$ cat config.mk
export PLATFORM = sky130hd
export DESIGN_NAME = wb_hex_reply_tx
export DESIGN_NICKNAME = d
export VERILOG_FILES = /design/src/rtl/wb_uart_pkg.sv /design/src/rtl/wb_hex_reply_tx.sv
export SDC_FILE = /design/constraint.sdc
export NUM_CORES = 1
export LEC_CHECK = 0
export CAP_MARGIN = 30
export CORE_MARGIN = 1.5
export CORE_UTILIZATION = 45
export CTS_BUF_LIST = sky130_fd_sc_hd__clkbuf_2 sky130_fd_sc_hd__clkbuf_4 sky130_fd_sc_hd__clkbuf_8
export DETAILED_ROUTE_END_ITERATION = 16
export PLACE_DENSITY_LB_ADDON = 0.25
export RECOVER_POWER = 100
export SYNTH_ARGS = -nofsm -noshare
export SYNTH_HDL_FRONTEND = slang
export SYNTH_SLANG_ARGS = --single-unit
$ cat constraint.sdc
create_clock -name i_clk -period 3.7 [get_ports i_clk]
set_clock_uncertainty 0.05 [all_clocks]
set_input_delay 0.555 -clock i_clk [delete_from_list [all_inputs] [get_ports i_clk]]
set_output_delay 0.555 -clock i_clk [all_outputs]
set_load 0.01 [all_outputs]
$ cat src/rtl/wb_uart_pkg.sv
// Shared definitions for the UART-to-Wishbone bridge reply path:
// ASCII framing constants, hex digit encoding and the reply FSM state type.
package wb_uart_pkg;

   localparam logic [7:0] CH_EQ   = 8'h3D;
   localparam logic [7:0] CH_BANG = 8'h21;
   localparam logic [7:0] CH_CR   = 8'h0D;
   localparam logic [7:0] CH_LF   = 8'h0A;

   typedef enum logic [1:0] {
      ST_IDLE,
      ST_WAIT_FREE,
      ST_SEND,
      ST_GUARD
   } reply_state_t;

   // Upper selects 'A'-'F' versus 'a'-'f' for nibbles 10..15.
   function automatic logic [7:0] nibble_to_ascii(input logic [3:0] nib, input logic upper);
      logic [7:0] base;
      base = upper ? 8'h41 : 8'h61;
      if (nib < 4'd10) begin
         return 8'h30 + {4'h0, nib};
      end
      return base + {4'h0, nib} - 8'd10;
   endfunction

endpackage

$ cat src/rtl/wb_hex_reply_tx.sv
// Streams one completed bus read to the UART transmitter as an ASCII hex line:
// "<ADDR>=<DATA>\r\n" on success, "!<ADDR>\r\n" on bus error.
module wb_hex_reply_tx
   import wb_uart_pkg::*;
#(
   parameter int ADDR_W     = 8,
   parameter int DATA_W     = 8,
   parameter int UPPERCASE  = 1,
   parameter int BUSY_GUARD = 2
) (
   input  logic              i_clk,
   input  logic              i_reset,
   input  logic              i_valid,
   input  logic [ADDR_W-1:0] i_addr,
   input  logic [DATA_W-1:0] i_data,
   input  logic              i_err,
   output logic              o_ready,
   output logic [7:0]        o_tx_data,
   output logic              o_tx_valid,
   input  logic              i_tx_busy,
   output logic              o_active
);

   localparam int   ADDR_DIG = ADDR_W / 4;
   localparam int   DATA_DIG = DATA_W / 4;
   localparam int   IDX_W    = $clog2(ADDR_DIG + DATA_DIG + 4);
   localparam int   GUARD_W  = (BUSY_GUARD > 0) ? $clog2(BUSY_GUARD + 1) : 1;
   localparam int   LAST_N   = ADDR_DIG + DATA_DIG + 2;
   localparam int   LAST_E   = ADDR_DIG + 2;
   localparam logic UPPER    = (UPPERCASE != 0);

   reply_state_t      r_state;
   reply_state_t      w_next_state;
   logic [ADDR_W-1:0] r_addr;
   logic [DATA_W-1:0] r_data;
   logic              r_err;
   logic [IDX_W-1:0]  r_idx;
   logic [GUARD_W-1:0] r_guard;
   logic              r_ready;

   logic              w_accept;
   logic              w_last;
   logic              w_guard_done;
   logic [7:0]        w_char;

   assign w_accept     = i_valid & r_ready;
   assign w_last       = r_err ? (int'(r_idx) == LAST_E) : (int'(r_idx) == LAST_N);
   assign w_guard_done = (r_guard == '0) && !i_tx_busy;

   // NOTE: sequential state uses non-blocking assignments so every register
   // samples pre-edge values, independent of process ordering.
   always_ff @(posedge i_clk or posedge i_reset) begin
      if (i_reset) begin
         r_state <= ST_IDLE;
      end else begin
         r_state <= w_next_state;
      end
   end

   // NOTE: combinational blocks assign a default first so no path infers a latch.
   always_comb begin
      w_next_state = r_state;
      case (r_state)
         ST_IDLE:      if (w_accept)   w_next_state = ST_WAIT_FREE;
         ST_WAIT_FREE: if (!i_tx_busy) w_next_state = ST_SEND;
         ST_SEND:                      w_next_state = ST_GUARD;
         ST_GUARD:     if (w_guard_done) w_next_state = w_last ? ST_IDLE : ST_WAIT_FREE;
         default:                      w_next_state = ST_IDLE;
      endcase
   end

   // NOTE: every register here is a flop with a defined reset value; an abort
   // mid-frame leaves nothing stale that could leak into the next frame.
   always_ff @(posedge i_clk or posedge i_reset) begin
      if (i_reset) begin
         r_addr  <= '0;
         r_data  <= '0;
         r_err   <= 1'b0;
         r_idx   <= '0;
         r_guard <= '0;
         r_ready <= 1'b1;
      end else begin
         r_ready <= (w_next_state == ST_IDLE);
         case (r_state)
            ST_IDLE: begin
               if (w_accept) begin
                  r_addr <= i_addr;
                  r_data <= i_data;
                  r_err  <= i_err;
                  r_idx  <= '0;
               end
            end
            ST_SEND: r_guard <= GUARD_W'(BUSY_GUARD);
            ST_GUARD: begin
               // A busy transmitter cuts the guard short; we then only wait for it to go idle.
               if (w_guard_done) begin
                  r_idx <= r_idx + IDX_W'(1);
               end else if (i_tx_busy) begin
                  r_guard <= '0;
               end else begin
                  r_guard <= r_guard - GUARD_W'(1);
               end
            end
            default: ;
         endcase
      end
   end

   // Character at the current index; digits are taken MSN first from the shadow regs.
   always_comb begin
      int idx;
      int pos;
      idx    = int'(r_idx);
      pos    = 0;
      w_char = 8'h00;
      if (r_err) begin
         if (idx == 0) begin
            w_char = CH_BANG;
         end else if (idx <= ADDR_DIG) begin
            pos    = ADDR_DIG - idx;
            w_char = nibble_to_ascii(4'(r_addr >> (4 * pos)), UPPER);
         end else if (idx == ADDR_DIG + 1) begin
            w_char = CH_CR;
         end else begin
            w_char = CH_LF;
         end
      end else begin
         if (idx < ADDR_DIG) begin
            pos    = ADDR_DIG - 1 - idx;
            w_char = nibble_to_ascii(4'(r_addr >> (4 * pos)), UPPER);
         end else if (idx == ADDR_DIG) begin
            w_char = CH_EQ;
         end else if (idx <= ADDR_DIG + DATA_DIG) begin
            pos    = ADDR_DIG + DATA_DIG - idx;
            w_char = nibble_to_ascii(4'(r_data >> (4 * pos)), UPPER);
         end else if (idx == ADDR_DIG + DATA_DIG + 1) begin
            w_char = CH_CR;
         end else begin
            w_char = CH_LF;
         end
      end
   end

   always_comb begin
      o_tx_valid = (r_state == ST_SEND);
      o_tx_data  = (r_state == ST_SEND) ? w_char : 8'h00;
      o_active   = (r_state != ST_IDLE);
      o_ready    = r_ready;
   end

endmodule

==> impl_results.md, run 1 <==
- Run status: completed
- Post-layout net count: 283
- Drt first pass iters: 4
- FF-to-FF setup slack: 1.64 ns
- Vias in the first global route: 1547
- Relative slew margins: 37.4%
- Final setup violation count: 0
- Starting density of the core: 46.2%
- Total CTS buffers: 3
- Max Slew Vio Count: 0
- Ys flop type: dfrtp_1
- Port Buf Inserts: 30
- Arr. time, crit path: 2.96 ns
- Async set-reset flop share out of synthesis: 100%
- Sequential-to-total area share from yosys stat: 31.4%
- Post-route ant nets: 0
- I/O Pins: 32
- Gpl congestion: 0.921
- # rows: 24
- # DRC: 0
- Fin Setup TNS: 0 ns
- Post-DP HPWL: 3.14 mm
- Final period utilization: 96.3%
- Placed Cells incl. Taps: 298
- Synthesized area: 2000 um^2
- CTS tree: yes
- Worst VDD drop: 0.000325 V
- CTS max path bufs: 2
- Synth unique cells: 55
- Hold depth: 1
- RR Endpoint: r_idx[1]$_DFFE_PP0P_
- Initial DRC Count: 114
- CTS clk-pin slew, worst paths: 0.08 ns
- Avg WL per Cell: 13.6 um
- Synth area leaders: dfrtp_1 (30%), mux2_2 (14%), ha_1 (6.9%), nand2_1 (4.1%), o21ai_0 (3.5%)
- Routed Wire Length: 4.10 mm
- First-pass GRT wire length: 6.93 mm
- Initial antenna violation count: 0
- Worst r2r src: r_state[1]$_DFF_PP0_
- Hold Path Class: flop to flop
- Most frequent cells in the layout: mux2_2 (24), dfrtp_1 (24), nand2_1 (22)
- Core outline area: 4320 um^2
- Clk Latency, worst-skew pair: 0.26 ns
- Largest area contributor in the netlist: dfrtp_1
- Die H: 69.6 um
- Die area: 4850 um^2
- Number of vias per cell: 5.56
- Die W: 69.6 um
- Congestion Overflow GR: 0
- Critical path endpoint category: output pin
- Crit start category: flop
- Max Freq: 281 MHz
- Hold Startpoint: r_data[4]$_DFFE_PP0P_
- Share of cells above drive strength 1: 18.8%
- FF-to-FF path depth: 5
- Num Clock Sinks: 25
- Final critical-path required period: 3.56 ns
- CP Max Fanout: 5
- Pin count of the biggest net entering global routing: 28
- Yosys warns: 0
- Clock root buffer: clkbuf_8
- Via count: 1678
- Pwr per Cell Area: 764 nW/um^2
- Antenna fix cells: 0
- Fin cells: 302
- CP startpoint: r_idx[0]$_DFFE_PP0P_
- Final Hold Fails: 0
- Synth-to-layout area growth: 18.9%
- RSZ-0062 raised after global routing: no
- Synthesized area per cell: 8.92 um^2
- Htree depth: 1
- CP Data Required Time: 3.09 ns
- Critical path class: flop to output pin
- Net Count, Synth: 256
- Worst Setup EP: o_tx_data[1]
- Register bit count reported by yosys: 25
- Leak Pwr: 0.994 nW
- Syn Inst Count: 224
- Post-CTS Setup Bufs: 0
- Max cap viols: 0
- Measured slew at the worst slew-check pin: 0.938 ns
- EDFF count, synth: 0
- Post-synth top area share: 30.1%
- Overall Global Routing Usage: 17.4%
routing by layer:
metal  up-vias  share of wire, %  global-route usage (%)
met4         0               1.4                    6.41
met1       776                51                    24.4
met2        32                44                    27.7
met3         5               3.1                    2.03
li1        865                 -                       -
met5         -                 0                       0
state kept, by name (all words and copies together) (netlist names):
name,count
o_ready,1
r_addr,8
r_data,8
r_err,1
r_guard,2
r_idx,3
r_state,2
timing repair:
action / CTS / global route
setup endpoints to repair: 1 / 4
cloned: 0 / 0
hold buffers: 0 / 0
gates resized for setup: 2 / 5
layout make-up:
type                            instances  area, um^2
Sequential cell                        25         627
Clock buffer                            4        48.8
Multi-Input combinational cell        175        1260
Inverter                               13        48.8
Tap cell                               52        65.1
Fill cell                             412        1950
Timing Repair Buffer                   33         322
cell usage after synthesis, drive strengths merged, types with 2 or more instances:
master   number
nor4          2
nand2        24
mux2i         3
a31oi         6
a21oi        12
or2           2
nor2b         4
a2111oi       3
dfrtp        24
mux2         26
a221o         2
nand4         2
clkbuf        5
o22ai         2
o31ai         2
a211oi        2
nand3         7
nand2b        6
and3          5
inv          13
nor2         16
nor3          2
o21ai        16
xor2          2
buf           6
o21bai        2
ha           11
worst max-delay path, stage by stage, from the launching register on:
cell,delay [ns]
dfrtp_1,0.41
ha_1,0.22
inv_1,0.06
ha_1,0.23
nor2_1,0.14
and3_4,0.23
nand2b_1,0.06
ha_1,0.28
nand2_1,0.06
a31oi_1,0.11
a311oi_1,0.31
clkdlybuf4s50_1,0.59
power by group:
part | leakage, nW | switching (mW) | internal, mW
clock network | 0.0262 | 0.0790 | 0.0842
registers | 0.307 | 0.109 | 0.372
logic | 0.661 | 0.645 | 0.525
total | 0.994 | 0.834 | 0.981
worst min-delay path by stage:
stage                        endpoint  slack (ns)
2_1_floorplan  r_guard[1]$_DFFE_PP0P_        0.42
4_1_cts        r_guard[1]$_DFFE_PP0P_        0.48
3_3_place_gp   r_guard[1]$_DFFE_PP0P_        0.44
6_report        r_data[4]$_DFFE_PP0P_        0.47
3_5_place_dp   r_guard[1]$_DFFE_PP0P_        0.45
5_1_grt         r_data[4]$_DFFE_PP0P_        0.50
kinds of logic (layout without fill, tap and decap cells):
| family | after synthesis | after routing | share of synthesized area [%] |
|---|---|---|---|
| buf+inv | 24 | 50 | 6.14 |
| compound gates | 56 | 56 | 18.7 |
| fa+ha+maj | 11 | 11 | 6.89 |
| simple gates | 75 | 75 | 19.1 |
| mux | 29 | 29 | 16.3 |
| other cells | 1 | 1 | 0.188 |
| xor+xnor | 3 | 3 | 1.32 |
| flops | 25 | 25 | 31.4 |
metrics by stage:
| step | power, mW | util (%) | hold slack, ns | instance area (um^2) | setup WS [ns] |
|---|---|---|---|---|---|
| 4_1_cts | 1.81 | 54.7 | 0.477 | 2360 | 0.0112 |
| 3_5_place_dp | 1.63 | 53.5 | 0.449 | 2310 | 0.238 |
| 2_1_floorplan | 1.37 | - | 0.416 | 2000 | 0.823 |
| 6_report | 1.82 | 54.9 | 0.466 | 2380 | 0.137 |
| 3_3_place_gp | 1.62 | 53.5 | 0.436 | 2310 | 0.305 |
| 5_1_grt | 1.99 | 54.9 | 0.499 | 2380 | 0.000462 |
Note: power is estimated with default switching activity, not from simulation.
==> inputs of run 2 (changes only) <==
--- a/config.mk
+++ b/config.mk
@@ -9,6 +9,7 @@
 export CORE_MARGIN = 1.5
 export CORE_UTILIZATION = 45
 export CTS_BUF_LIST = sky130_fd_sc_hd__clkbuf_2 sky130_fd_sc_hd__clkbuf_4 sky130_fd_sc_hd__clkbuf_8
+export CTS_CLUSTER_SIZE = 12
 export DETAILED_ROUTE_END_ITERATION = 16
 export PLACE_DENSITY_LB_ADDON = 0.25
 export RECOVER_POWER = 100
==> results of run 2 <==
The final DEF is identical to that of run 1; final timing and power are the same.
==> inputs of run 3 (changes only) <==
==> constraint.sdc (replaced) <==
create_clock -name i_clk -period 4.1 [get_ports i_clk]
set_clock_uncertainty 0.05 [all_clocks]
set_input_delay 0.615 -clock i_clk [delete_from_list [all_inputs] [get_ports i_clk]]
set_output_delay 0.615 -clock i_clk [all_outputs]
set_load 0.01 [all_outputs]
==> impl_results.md, run 3 (synthesized netlist as in run 1, its figures left out) <==
- Htree depth: 1 (unchanged)
- RSZ-0062 raised after global routing: no
- Final critical-path required period: 3.83 ns
- Relative slew margins: 43.1% (+5.8 points)
- Num Clock Sinks: 25 (unchanged)
- Antenna fix cells: 0 (unchanged)
- # hold bufs at CTS: 0 (unchanged)
- Via count: 1702 (+1.4%)
- Pwr per Cell Area: 689 nW/um^2 (-9.8%)
- CTS clk-pin slew, worst paths: 0.09 ns (about the same)
- Biggest regs: r_addr: 8 flops, r_data: 8 flops, r_idx: 3 flops
- Routed Wire Length: 4.25 mm (+3.8%)
- CP Max Fanout: 11 (+6)
- Overall Global Routing Usage: 17.9% (+0.50 points)
- Fin Setup TNS: 0 ns (unchanged)
- Final Hold Fails: 0 (unchanged)
- Die area: 4850 um^2 (unchanged)
- Critical path class: flop to output pin
- Share of cells above drive strength 1: 18.7% (-0.15 points)
- # DRC: 0 (unchanged)
- Initial antenna violation count: 0 (unchanged)
- Arr. time, crit path: 3.16 ns (+0.20 ns)
- Port Buf Inserts: 30 (unchanged)
- Gpl congestion: 0.874 (-5.1%)
- Avg WL per Cell: 14.0 um (+3.1%)
- Leak Pwr: 0.997 nW (+0.28%)
- Final setup violation count: 0 (unchanged)
- Vias in the first global route: 1577 (+1.9%)
- Most common cell after layout, fill and taps aside: mux2_2
- Post-layout net count: 285 (+0.71%)
- Clk Latency, worst-skew pair: 0.27 ns (about the same)
- Synth-to-layout area growth: 19.0%
- Most frequent cells in the layout: mux2_2 (24), dfrtp_1 (23), nand2_1 (22), clkdlybuf4s50_1 (22), nor2_1 (15)
- Starting density of the core: 46.2% (unchanged)
- Crit start category: flop
- Post-DP HPWL: 3.27 mm (+4.0%)
- Die W: 69.6 um (unchanged)
- Measured slew at the worst slew-check pin: 0.853 ns (-0.0855 ns)
- Total CTS buffers: 3 (unchanged)
- Post-route ant nets: 0 (unchanged)
- Max Freq: 261 MHz
- Number of vias per cell: 5.60 (+0.76%)
- First-pass GRT wire length: 7.16 mm (+3.4%)
- Congestion Overflow GR: 0 (unchanged)
- Fillers: 433 (+5.1%)
- Pin count of the biggest net entering global routing: 22 (-21%)
- Hold Path Class: flop to flop
- Final period utilization: 93.3%
- CTS max path bufs: 2 (unchanged)
- I/O Pins: 32 (unchanged)
- Core outline area: 4320 um^2 (unchanged)
- Critical path endpoint category: output pin
- Max Slew Vio Count: 0 (unchanged)
- # rows: 24 (unchanged)
- Clock root buffer: clkbuf_8
- Drt first pass iters: 4 (unchanged)
- CP Data Required Time: 3.43 ns (+0.34 ns)
- CTS tree: yes
- Die H: 69.6 um (unchanged)
- Worst VDD drop: 0.000268 V (-18%)
- Initial DRC Count: 94 (-18%)
- Hold slack: 0.457 ns (-0.00963 ns)
- Run status: completed
- Max cap viols: 0 (unchanged)
-- run 3: final timing paths --
path,start,to,slack (ns),cells past startpoint
setup reg to reg,r_state[1]$_DFF_PP0_,r_idx[0]$_DFFE_PP0P_,2.03,5
hold reg to reg,r_data[4]$_DFFE_PP0P_,r_data[4]$_DFFE_PP0P_,0.46,1
hold / removal,r_data[4]$_DFFE_PP0P_,r_data[4]$_DFFE_PP0P_,0.46,1
setup / recovery,r_idx[0]$_DFFE_PP0P_,o_tx_data[0],0.27,10
min in group asynchronous,i_reset,r_data[7]$_DFFE_PP0P_,0.74,2
max in group asynchronous,i_reset,r_addr[3]$_DFFE_PP0P_,2.23,3
-- run 3: worst max-delay path, cell delays in order (launching register included) --
cell and delay, ns:
dfrtp_1 0.38, buf_4 0.20, inv_2 0.10, ha_1 0.22
ha_1 0.26, nor2b_1 0.27, nand3_2 0.17, nor4b_2 0.24
a211oi_1 0.11, a2111oi_2 0.36, clkdlybuf4s50_1 0.59
-- run 3: final cells by class --
type | instances | area (um^2) | area share, %
multi-input cells | 175 | 1260 | 52.8
clock inverters | 1 | 5.00 | 0.210
clock buffers | 3 | 41.3 | 1.74
well taps | 52 | 65.1 | 2.74
inverters | 13 | 48.8 | 2.05
repair buffers | 35 | 334 | 14.0
flip-flops and latches | 25 | 628 | 26.4
-- run 3: what timing repair did --
item                                    in CTS  in global routing
gates resized for setup                      0                  5
setup buffers                                0                  1
endpoints found under the setup margin       0                  4
-- run 3: per-layer routing --
metal  part of all wire (%)  vias to the layer above  track usage (%)
met3                    4.1                        4             3.20
met2                     45                       41             28.7
li1                       -                      862                -
met5                      0                        -                0
met1                     50                      795             24.9
met4                   0.82                        0             4.91
-- run 3: through the flow --
step | std cells | utilization (%) | instance area (um^2) | total power, mW | worst slack, ns
3_3_place_gp | 298 | 53.5 | 2310 | 1.45 | 0.503
5_1_grt | 304 | 55.0 | 2380 | 1.79 | 0.0407
2_1_floorplan | 224 | - | 2000 | 1.24 | 1.16
4_1_cts | 303 | 54.9 | 2370 | 1.63 | 0.0561
3_5_place_dp | 299 | 53.8 | 2330 | 1.47 | 0.380
6_report | 304 | 55.0 | 2380 | 1.64 | 0.275
-- run 3: power breakdown --
part / internal, mW / switching, mW
registers: 0.337 / 0.108
logic: 0.471 / 0.574
clock network: 0.0681 / 0.0808
